===== config.mk =====
export PLATFORM = sky130hd
export DESIGN_NAME = wb_interconnect
export DESIGN_NICKNAME = d
export VERILOG_FILES = /design/src/rtl/wb_interconnect_pkg.sv /design/src/rtl/wb_addr_decoder.sv /design/src/rtl/wb_interconnect.sv
export SDC_FILE = /design/constraint.sdc
export NUM_CORES = 1
export LEC_CHECK = 0
export CORE_AREA = 2 2 186 188
export CTS_CLUSTER_DIAMETER = 60
export DETAILED_ROUTE_END_ITERATION = 7
export DIE_AREA = 0 0 188 190
export MAX_ROUTING_LAYER = met4
export PLACE_DENSITY = 0.45
export SLEW_MARGIN = 10
export SYNTH_ARGS = -nofsm -noshare
export SYNTH_HDL_FRONTEND = slang
export SYNTH_SLANG_ARGS = --single-unit

===== constraint.sdc =====
create_clock -name clk -period 2.25 [get_ports clk]
set_clock_uncertainty 0.05 [all_clocks]
set_input_delay 0.675 -clock clk [delete_from_list [all_inputs] [get_ports clk]]
set_output_delay 0.675 -clock clk [all_outputs]
set_load 0.05 [all_outputs]

===== src/rtl/wb_interconnect_pkg.sv =====
// wb_interconnect_pkg
// Shared types and constants for the Wishbone 1-master/N-slave interconnect.
//   state_t   : interconnect FSM states
//   ERR_DATA  : read data returned on any error completion
//   selWidth  : width of a slave index (never less than 1 bit)
package wb_interconnect_pkg;

  typedef enum logic [2:0] {
    IDLE,
    BUSY,
    DONE,
    DECERR,
    TOERR
  } state_t;

  localparam logic [31:0] ERR_DATA = 32'hDEAD_BEEF;

  function automatic int selWidth(input int numSlaves);
    return (numSlaves > 1) ? $clog2(numSlaves) : 1;
  endfunction

endpackage


===== src/rtl/wb_addr_decoder.sv =====
// wb_addr_decoder
// Combinational priority address decoder. Slave i matches when
// (addr & mask[i]) == base[i]; the lowest matching index wins.
// Ports:
//   i_addr : master address
//   o_hit  : at least one slave matches
//   o_sel  : index of the winning slave (0 when no hit)
module wb_addr_decoder
  import wb_interconnect_pkg::*;
#(
  parameter int NUM_SLAVES = 8,
  parameter int ADDR_WIDTH = 32,
  parameter int SEL_W      = selWidth(NUM_SLAVES),
  parameter logic [NUM_SLAVES*ADDR_WIDTH-1:0] SLAVE_BASE = '0,
  parameter logic [NUM_SLAVES*ADDR_WIDTH-1:0] SLAVE_MASK = '0
) (
  input  logic [ADDR_WIDTH-1:0] i_addr,
  output logic                  o_hit,
  output logic [SEL_W-1:0]      o_sel
);

  // Scan from the highest index down so the lowest matching slave is the
  // last assignment and therefore wins.
  always_comb begin
    o_hit = 1'b0;
    o_sel = '0;
    for (int i = NUM_SLAVES - 1; i >= 0; i--) begin
      if ((i_addr & SLAVE_MASK[i*ADDR_WIDTH +: ADDR_WIDTH]) ==
          SLAVE_BASE[i*ADDR_WIDTH +: ADDR_WIDTH]) begin
        o_hit = 1'b1;
        o_sel = SEL_W'(i);
      end
    end
  end

endmodule


===== src/rtl/wb_interconnect.sv =====
// wb_interconnect
// Wishbone classic 1-master/N-slave interconnect. Each master cycle is
// decoded against a base/mask table, the request is registered toward the
// selected slave, and its ack/data are returned. Unmapped addresses, and
// optionally stalled slaves, complete with an error response.
// Optional feature macro: WB_INTERCONNECT_TIMEOUT_EN (slave timeout -> TOERR).
// Ports:
//   clk, rst_n            : clock, synchronous active-low reset
//   cyc_i/stb_i/we_i      : master cycle, strobe, write enable
//   addr_i/data_i         : master address and write data
//   data_o/ack_o/err_o    : registered read data, ack, error to master
//   s_cyc_o/s_stb_o       : per-slave cycle/strobe (one-hot while busy)
//   s_we_o/s_addr_o/s_data_o : broadcast write enable, address, write data
//   s_data_i/s_ack_i      : packed slave read data, slave acks
//   fault_o/fault_addr_o  : error pulse and address of the last faulting cycle
module wb_interconnect
  import wb_interconnect_pkg::*;
#(
  parameter int NUM_SLAVES     = 8,
  parameter int DATA_WIDTH     = 32,
  parameter int ADDR_WIDTH     = 32,
  parameter logic [NUM_SLAVES*ADDR_WIDTH-1:0] SLAVE_BASE = '0,
  parameter logic [NUM_SLAVES*ADDR_WIDTH-1:0] SLAVE_MASK = '0,
  parameter int TIMEOUT_CYCLES = 1024
) (
  input  logic                             clk,
  input  logic                             rst_n,
  input  logic                             cyc_i,
  input  logic                             stb_i,
  input  logic                             we_i,
  input  logic [ADDR_WIDTH-1:0]            addr_i,
  input  logic [DATA_WIDTH-1:0]            data_i,
  output logic [DATA_WIDTH-1:0]            data_o,
  output logic                             ack_o,
  output logic                             err_o,
  output logic [NUM_SLAVES-1:0]            s_cyc_o,
  output logic [NUM_SLAVES-1:0]            s_stb_o,
  output logic                             s_we_o,
  output logic [ADDR_WIDTH-1:0]            s_addr_o,
  output logic [DATA_WIDTH-1:0]            s_data_o,
  input  logic [NUM_SLAVES*DATA_WIDTH-1:0] s_data_i,
  input  logic [NUM_SLAVES-1:0]            s_ack_i,
  output logic                             fault_o,
  output logic [ADDR_WIDTH-1:0]            fault_addr_o
);

  localparam int SEL_W = selWidth(NUM_SLAVES);
  localparam logic [DATA_WIDTH-1:0] ERR_WORD = DATA_WIDTH'(ERR_DATA);

  logic                  w_hit;
  logic [SEL_W-1:0]      w_sel;
  logic [NUM_SLAVES-1:0] w_selOh;
  logic                  w_selAck;
  logic [DATA_WIDTH-1:0] w_selData;

  state_t                r_state;
  logic [NUM_SLAVES-1:0] r_sCyc;
  logic [NUM_SLAVES-1:0] r_sStb;
  logic                  r_sWe;
  logic [ADDR_WIDTH-1:0] r_sAddr;
  logic [DATA_WIDTH-1:0] r_sData;
  logic [DATA_WIDTH-1:0] r_data;
  logic                  r_ack;
  logic                  r_err;
  logic                  r_fault;
  logic [ADDR_WIDTH-1:0] r_faultAddr;

`ifdef WB_INTERCONNECT_TIMEOUT_EN
  localparam int CNT_W = $clog2(TIMEOUT_CYCLES) + 1;
  logic [CNT_W-1:0] r_toCnt;
  logic             w_expired;

  // The counter holds the number of BUSY cycles already completed, so at the
  // edge closing the last allowed cycle it reads TIMEOUT_CYCLES-1.
  assign w_expired = (r_toCnt == CNT_W'(TIMEOUT_CYCLES - 1));
`endif

  wb_addr_decoder #(
    .NUM_SLAVES (NUM_SLAVES),
    .ADDR_WIDTH (ADDR_WIDTH),
    .SEL_W      (SEL_W),
    .SLAVE_BASE (SLAVE_BASE),
    .SLAVE_MASK (SLAVE_MASK)
  ) u_decoder (
    .i_addr (addr_i),
    .o_hit  (w_hit),
    .o_sel  (w_sel)
  );

  always_comb begin
    w_selOh = '0;
    for (int i = 0; i < NUM_SLAVES; i++) begin
      w_selOh[i] = w_hit && (w_sel == SEL_W'(i));
    end
  end

  // r_sCyc is one-hot on the selected slave while BUSY and zero otherwise,
  // so it doubles as the response mux select and masks unselected acks.
  always_comb begin
    w_selAck  = |(s_ack_i & r_sCyc);
    w_selData = '0;
    for (int i = 0; i < NUM_SLAVES; i++) begin
      if (r_sCyc[i]) begin
        w_selData = w_selData | s_data_i[i*DATA_WIDTH +: DATA_WIDTH];
      end
    end
  end

  // Master-side responses are single-cycle pulses: they default low every
  // cycle and are raised only on the edge that enters DONE/DECERR/TOERR.
  always_ff @(posedge clk) begin
    if (!rst_n) begin
      r_state     <= IDLE;
      r_sCyc      <= '0;
      r_sStb      <= '0;
      r_sWe       <= 1'b0;
      r_sAddr     <= '0;
      r_sData     <= '0;
      r_data      <= '0;
      r_ack       <= 1'b0;
      r_err       <= 1'b0;
      r_fault     <= 1'b0;
      r_faultAddr <= '0;
`ifdef WB_INTERCONNECT_TIMEOUT_EN
      r_toCnt     <= '0;
`endif
    end else begin
      r_ack   <= 1'b0;
      r_err   <= 1'b0;
      r_fault <= 1'b0;
      r_data  <= '0;
      case (r_state)
        IDLE: begin
          if (cyc_i && stb_i) begin
            r_sWe   <= we_i;
            r_sAddr <= addr_i;
            r_sData <= data_i;
            if (w_hit) begin
              r_sCyc  <= w_selOh;
              r_sStb  <= w_selOh;
              r_state <= BUSY;
`ifdef WB_INTERCONNECT_TIMEOUT_EN
              r_toCnt <= '0;
`endif
            end else begin
              r_err       <= 1'b1;
              r_fault     <= 1'b1;
              r_data      <= ERR_WORD;
              r_faultAddr <= addr_i;
              r_state     <= DECERR;
            end
          end
        end
        BUSY: begin
`ifdef WB_INTERCONNECT_TIMEOUT_EN
          r_toCnt <= r_toCnt + CNT_W'(1);
`endif
          // A master abort takes precedence: it has stopped listening.
          if (!cyc_i) begin
            r_sCyc  <= '0;
            r_sStb  <= '0;
            r_state <= IDLE;
          end else if (w_selAck) begin
            r_sCyc  <= '0;
            r_sStb  <= '0;
            r_ack   <= 1'b1;
            r_data  <= r_sWe ? '0 : w_selData;
            r_state <= DONE;
          end
`ifdef WB_INTERCONNECT_TIMEOUT_EN
          else if (w_expired) begin
            r_sCyc      <= '0;
            r_sStb      <= '0;
            r_err       <= 1'b1;
            r_fault     <= 1'b1;
            r_data      <= ERR_WORD;
            r_faultAddr <= r_sAddr;
            r_state     <= TOERR;
          end
`endif
        end
        // DONE, DECERR and TOERR last exactly one cycle and ignore requests.
        default: r_state <= IDLE;
      endcase
    end
  end

  assign data_o       = r_data;
  assign ack_o        = r_ack;
  assign err_o        = r_err;
  assign s_cyc_o      = r_sCyc;
  assign s_stb_o      = r_sStb;
  assign s_we_o       = r_sWe;
  assign s_addr_o     = r_sAddr;
  assign s_data_o     = r_sData;
  assign fault_o      = r_fault;
  assign fault_addr_o = r_faultAddr;

endmodule


==> out/qor.tcl, run 1 <==
set qor(outcome) {finished clean}
set qor(row_count) 68
set qor(total_i_o_pin_count) 481
set qor(grt_setup_unrepaired) {no}
set qor(portBuffers) 201
set qor(critPathKind) {flip-flop to primary output}
set qor(gr-usage-all-layers_pct) 7.29
set qor(worst-path-buf-inv) 1
set qor(timing.fmax_mhz) 453
set qor(core_region_area_sq_um) 33900
set qor(setup_viol_count_final) 0
set qor(antenna_diode_count) 0
set qor(critical_path_required_ns) 1.52
set qor(number_of_global_route_vias_before_repair) 3060
set qor(syn-instance-count) 423
set qor(drive_above_1_share_pct) 12.2
set qor(power-per-cell-area_nw_per_um2) 691
set qor(clk_root_buffer_cell) {clkbuf_16}
set qor(netlist.top_cell.by_area) {dfxtp_1}
set qor(synth.distinct_cells) 19
set qor(cts.htree.levels) 3
set qor(global_route.overflow_total) 0
set qor(max_cap_viol_count) 0
set qor(synthesis.area_sq_um) 3830
set qor(fin_tns_setup_ns) 0
set qor(critPathCaptureType) {primary output}
set qor(final_nets) 942
set qor(layout_min_cycle_time_ns) 2.21
set qor(timing.rr.end) {data_o[23]}
set qor(avgViaCountPerCell) 3.06
set qor(drtAntennaViolNets) 0
set qor(detail_route.wirelength_um) 12800
set qor(iteration_count_of_the_initial_detailed_routing_pass) 4
set qor(crit_fanout) 1
set qor(cts-buffers-inserted) 9
set qor(hold_buffers) 0
set qor(hold_path_startpoint) {s_addr_o[12]}
set qor(vdd.ir_drop.worst_uv) 364
set qor(final_cell_mix) {120 x clkdlybuf4s50_1, 101 x dfxtp_1, 66 x nand3_1, 65 x nand2_1, 63 x o21ai_0}
set qor(postCtsSetupRepairBufs) 0
set qor(layout.cell_area.non_filler_sq_um) 6330
set qor(worstReg2RegStart) {s_stb_o[0]}
set qor(worst-endpoint-arrival_ns) 1.48
set qor(die_area_sq_um) 35700
set qor(drt_first_iter_violations) 99
set qor(layout_commonest_cell) {clkdlybuf4s50_1}
set qor(grt_pass1_wl_um) 18800
set qor(whs_path_depth) 2
set qor(number_of_antenna_violations_at_the_first_check_in_global_routing) 0
set qor(finalWeightedCongestion) 0.755
set qor(reg2reg_slack_ns) 0.91
set qor(holdPathEnd) {s_addr_o[12]}
set qor(crit_path_start_kind) {flip-flop}
set qor(cellLeakagePower_uw) 0.00284
set qor(hold_path.class) {flip-flop to flip-flop}
set qor(maximum_number_of_pins_on_one_net_before_global_route_repair) 63
set qor(fp.dieH_um) 190
set qor(avgSynthCellArea_sq_um) 9.05
set qor(clockBufferDepth) 2
set qor(ff2ff_path_depth) 4
set qor(count_of_final_max_slew_check_failures) 0
set qor(cpLargestDelayFamily) {buffers and inverters}
set qor(vias) 3271
set qor(yosysWarningCount) 0
set qor(worstSkewPairLatency_ns) 0.35
set qor(die_x_extent_um) 188
set qor(starting_density_of_the_core_pct) 11.3
set qor(path_clk_slew_ns) 0.07
set qor(placed_area_sq_um) 5980
set qor(cts.sink_count) 101
set qor(areaGrowthSynthToFinish_pct) 65.2
set qor(worst_pin_slew_ns) 0.540
set qor(synth_top_area_share_pct) 52.8
set qor(maxSlewHeadroom_pct) 64.0
set qor(post-route-period-util_pct) 98.0
set qor(yosys-top-cells-area) {dfxtp_1 53%, buf_4 9.8%, nand3_1 8.6%, o21ai_0 8.2%, nand2_1 6.4%}
set qor(yosysSeqAreaShare_pct) 52.8
set qor(synth_seq_cells) 101
set qor(timing.critical_path.cells) {clkdlybuf4s50_1}
set qor(wl_per_cell_um) 12.0
set qor(post-route-drc-count) 0
set qor(clock_tree_from_tritoncts) {yes}
set qor(detailedPlacementHpwl_um) 9750
set qor(worst_path_largest_cell_delay_ns) 0.80
set qor(worst_path_slowest_cell) {clkdlybuf4s50_1}
set qor(final_hold_viol_count) 0
cell usage after synthesis, drive strengths merged:
library cell    n
o21ai          68
conb            1
nand3b          1
nand3          66
a21oi           1
dfxtp         101
buf            74
and3b           1
clkbuf          7
nand2          65
nor2b           1
nand4bb         1
nor2            3
and2           32
nor3            1
worst max-delay path by stage:
stage / start / end / slack (ns) / cells after the start
after floorplan: s_stb_o[0] / s_stb_o[0] / 0.58 / 1
after global placement: cyc_i / s_data_o[23] / 0.09 / 5
after detailed placement: cyc_i / s_data_o[24] / 0.09 / 5
after CTS: s_addr_o[15] / s_addr_o[15] / 0.0002 / 1
after global routing: s_addr_o[7] / s_addr_o[7] / 0.0008 / 1
final: data_o[12] / data_o[12] / 0.04 / 1
stage by stage:
| stage | instances | utilization, % | power [uW] | hold WS [ns] | setup WS [ns] |
|---|---|---|---|---|---|
| finish | 1069 | 18.6 | 4370 | 0.402 | 0.0442 |
| global route | 1069 | 18.6 | 4600 | 0.430 | 0.000755 |
| CTS | 1069 | 18.5 | 4480 | 0.409 | 0.000242 |
| detailed placement | 1053 | 17.6 | 2770 | 0.398 | 0.0901 |
| global placement | 1053 | 17.6 | 2770 | 0.393 | 0.0873 |
| floorplan | 470 | - | 2510 | 0.387 | 0.585 |
sequential cells by signal, indices dropped and copies added (netlist names):
signal    count
ack_o         1
data_o       32
r_state       2
s_addr_o     32
s_data_o     32
s_stb_o       1
s_we_o        1
metal layers:
metal  up-vias  wire length, um  GRT usage [%]
li1       1665                -              -
met1      1446             5780           8.77
met2       148             5670           10.7
met3        12             1170           3.15
met4         0              223           2.73
met5         -                0              -
where the power goes:
part | internal (uW) | switching [uW] | total (uW)
clock network | 904 | 757 | 1660
logic | 277 | 554 | 831
registers | 1850 | 31.8 | 1880
total | 3030 | 1340 | 4370
worst register-to-register path, stage by stage, from the launching register on:
cell,delay [ns]
dfxtp_1,0.45
nand3_1,0.21
nor3_4,0.23
buf_12,0.19
and2_1,0.15
layout make-up:
class | instances | area (sq um)
Multi-Input combinational cell | 288 | 1390
Clock buffer | 10 | 239
Timing Repair Buffer | 209 | 2040
Sequential cell | 101 | 2020
Tap cell | 455 | 569
Clock inverter | 6 | 71.3
Fill cell | 3802 | 27600
kinds of logic after synthesis:
group           share of synthesized area, %
simple gates                            22.3
flops                                   52.8
compound gates                          9.02
other cells                           0.0979
buf+inv                                 15.8
repair_timing:
action	in CTS	in global routing
endpoints found under the setup margin	13	20
gates resized for setup	13	20
hold endpoints to repair	0	0
(Power assumes the default switching activity.)
==> run 2, diff against run 1 <==
CELL_PAD_IN_SITES_DETAIL_PLACEMENT = 1   (was default)
CELL_PAD_IN_SITES_GLOBAL_PLACEMENT = 2   (was default)
CTS_BUF_LIST = sky130_fd_sc_hd__clkbuf_16   (was default)
PLACE_DENSITY = 0.81   (was 0.45)
==> out/qor.tcl, run 2 (synthesis results as in run 1) <==
set qor(critPathCaptureType) {primary output} ;# unchanged
set qor(final_cell_mix) {125 x clkdlybuf4s50_1, 101 x dfxtp_1, 66 x nand3_1, 65 x nand2_1, 63 x o21ai_0} ;# was 120 x clkdlybuf4s50_1, 101 x dfxtp_1, 66 x nand3_1, 65 x nand2_1, 63 x o21ai_0
set qor(layout.cell_area.non_filler_sq_um) 6420 ;# was 6330 sq um
set qor(drt_first_iter_violations) 67 ;# was 99
set qor(placed_area_sq_um) 6060 ;# was 5980 sq um
set qor(grt_pass1_wl_um) 19000 ;# was 18800 um
set qor(outcome) {finished clean} ;# unchanged
set qor(avgViaCountPerCell) 3.13 ;# was 3.06
set qor(number_of_global_route_vias_before_repair) 3295 ;# was 3060
set qor(postCtsSetupRepairBufs) 0 ;# unchanged
set qor(total_i_o_pin_count) 481 ;# unchanged
set qor(clk_root_buffer_cell) {clkbuf_16} ;# unchanged
set qor(worstSkewPairLatency_ns) 0.34 ;# was 0.35 ns
set qor(vdd.ir_drop.worst_uv) 319 ;# was 364 uV
set qor(critical_path_source) {s_addr_o[1]} ;# was data_o[12]
set qor(cts.htree.levels) 3 ;# unchanged
set qor(cts.sink_count) 101 ;# unchanged
set qor(n_fill_cell) 3972 ;# was 3802
set qor(cpLargestDelayFamily) {buffers and inverters} ;# unchanged
set qor(worst-path-buf-inv) 1 ;# unchanged
set qor(timing.critical_path.depth) 1 ;# unchanged
set qor(worstReg2RegStart) {s_stb_o[0]} ;# unchanged
set qor(number_of_antenna_violations_at_the_first_check_in_global_routing) 1 ;# was 0
set qor(max_cap_viol_count) 0 ;# unchanged
set qor(worst_pin_slew_ns) 0.538 ;# was 0.540 ns
set qor(core_region_area_sq_um) 33900 ;# unchanged
set qor(row_count) 68 ;# unchanged
set qor(gr-usage-all-layers_pct) 7.32 ;# was 7.29%
set qor(worst_path_largest_cell_delay_ns) 0.80 ;# about the same
set qor(maximum_number_of_pins_on_one_net_before_global_route_repair) 45 ;# was 63
set qor(maxSlewHeadroom_pct) 64.0 ;# about the same
set qor(portBuffers) 201 ;# unchanged
set qor(clockBufferDepth) 2 ;# unchanged
set qor(reg2reg_slack_ns) 0.92 ;# was 0.91 ns
set qor(crit_path_start_kind) {flip-flop} ;# unchanged
set qor(final_nets) 947 ;# was 942
set qor(timing.rr.end) {data_o[7]} ;# was data_o[23]
set qor(cts-buffers-inserted) 9 ;# unchanged
set qor(fin_tns_setup_ns) 0 ;# unchanged
set qor(final_hold_viol_count) 0 ;# unchanged
set qor(post-route-drc-count) 0 ;# unchanged
set qor(fp.dieH_um) 190 ;# unchanged
set qor(iteration_count_of_the_initial_detailed_routing_pass) 4 ;# unchanged
set qor(drive_above_1_share_pct) 12.0 ;# was 12.2%
set qor(wl_per_cell_um) 12.2 ;# was 12.0 um
set qor(critPathKind) {flip-flop to primary output} ;# unchanged
set qor(die_area_sq_um) 35700 ;# unchanged
set qor(hold_buffers) 0 ;# unchanged
set qor(starting_density_of_the_core_pct) 11.3 ;# unchanged
set qor(setup_viol_count_final) 0 ;# unchanged
set qor(finalWeightedCongestion) 0.716 ;# was 0.755
set qor(worst-endpoint-arrival_ns) 1.47 ;# was 1.48 ns
set qor(crit_fanout) 2 ;# was 1
set qor(grt_setup_unrepaired) {no} ;# unchanged
set qor(layout_commonest_cell) {clkdlybuf4s50_1} ;# unchanged
set qor(cellLeakagePower_uw) 0.00288 ;# was 0.00284 uW
set qor(detailedPlacementHpwl_um) 10200 ;# was 9750 um
set qor(layout_min_cycle_time_ns) 2.19 ;# was 2.21 ns
set qor(critical_path_required_ns) 1.52 ;# about the same
set qor(global_route.overflow_total) 0 ;# unchanged
set qor(count_of_final_max_slew_check_failures) 0 ;# unchanged
set qor(detail_route.wirelength_um) 13100 ;# was 12800 um
set qor(hold_path.class) {flip-flop to flip-flop} ;# unchanged
set qor(ff2ff_path_depth) 4 ;# unchanged
set qor(post-route-period-util_pct) 97.5 ;# was 98.0%
set qor(vias) 3367 ;# was 3271
set qor(power-per-cell-area_nw_per_um2) 688 ;# was 691 nW/um^2
set qor(drtAntennaViolNets) 0 ;# unchanged
set qor(timing.critical_path.cells) {clkdlybuf4s50_1} ;# unchanged
set qor(path_clk_slew_ns) 0.07 ;# about the same
set qor(timing.fmax_mhz) 456 ;# was 453 MHz
set qor(areaGrowthSynthToFinish_pct) 67.6 ;# was 65.2%
set qor(crit_end) {s_addr_o[1]} ;# was data_o[12]
set qor(die_x_extent_um) 188 ;# unchanged
set qor(clock_tree_from_tritoncts) {yes} ;# unchanged
set qor(worst_path_slowest_cell) {clkdlybuf4s50_1} ;# unchanged
==> run 2: final cells by class <==
class                   count  area (sq um)  area share [%]
repair buffers            214          2120            33.0
flip-flops and latches    101          2020            31.5
clock buffers               9           225            3.51
well taps                 455           569            8.87
multi-input cells         288          1390            21.7
diodes                      2          5.00          0.0780
clock inverters             7          88.8            1.38
==> run 2: worst min path at each step <==
stage / start / endpoint / slack [ns] / cells past startpoint
2_1_floorplan: r_state[0] / s_stb_o[0] / 0.39 / 1
3_3_place_gp: s_addr_o[9] / s_addr_o[9] / 0.40 / 2
6_report: s_addr_o[10] / s_addr_o[10] / 0.41 / 2
3_5_place_dp: s_addr_o[11] / s_addr_o[11] / 0.40 / 2
5_1_grt: s_data_o[30] / s_data_o[30] / 0.44 / 2
4_1_cts: s_addr_o[11] / s_addr_o[11] / 0.41 / 2
==> run 2: per-stage QoR <==
step | util, % | total power (uW) | worst slack, ns | cells | hold WS (ns)
after floorplan | - | 2510 | 0.585 | 470 | 0.387
after global placement | 17.8 | 2780 | 0.0892 | 1058 | 0.395
after detailed placement | 17.8 | 2790 | 0.0546 | 1058 | 0.403
after global routing | 18.9 | 4640 | 0.000224 | 1075 | 0.435
after CTS | 18.7 | 4520 | 0.000808 | 1074 | 0.415
final | 18.9 | 4410 | 0.0554 | 1076 | 0.409
==> run 2: timing repair <==
item                                    4_1_cts  5_1_grt
resized for setup                            10       22
endpoints found under the setup margin       10       22
pin swaps                                     0        0
==> run 2: per-layer routing <==
metal	global-route usage [%]	share of wire (%)
met5	-	0
met4	1.73	0.83
met3	3.52	9.0
met2	11.6	46
met1	8.30	44
==> run 2: power by group <==
group	internal [uW]	switching, uW
Combinational	289	560
Clock	971	716
Sequential	1850	31.2
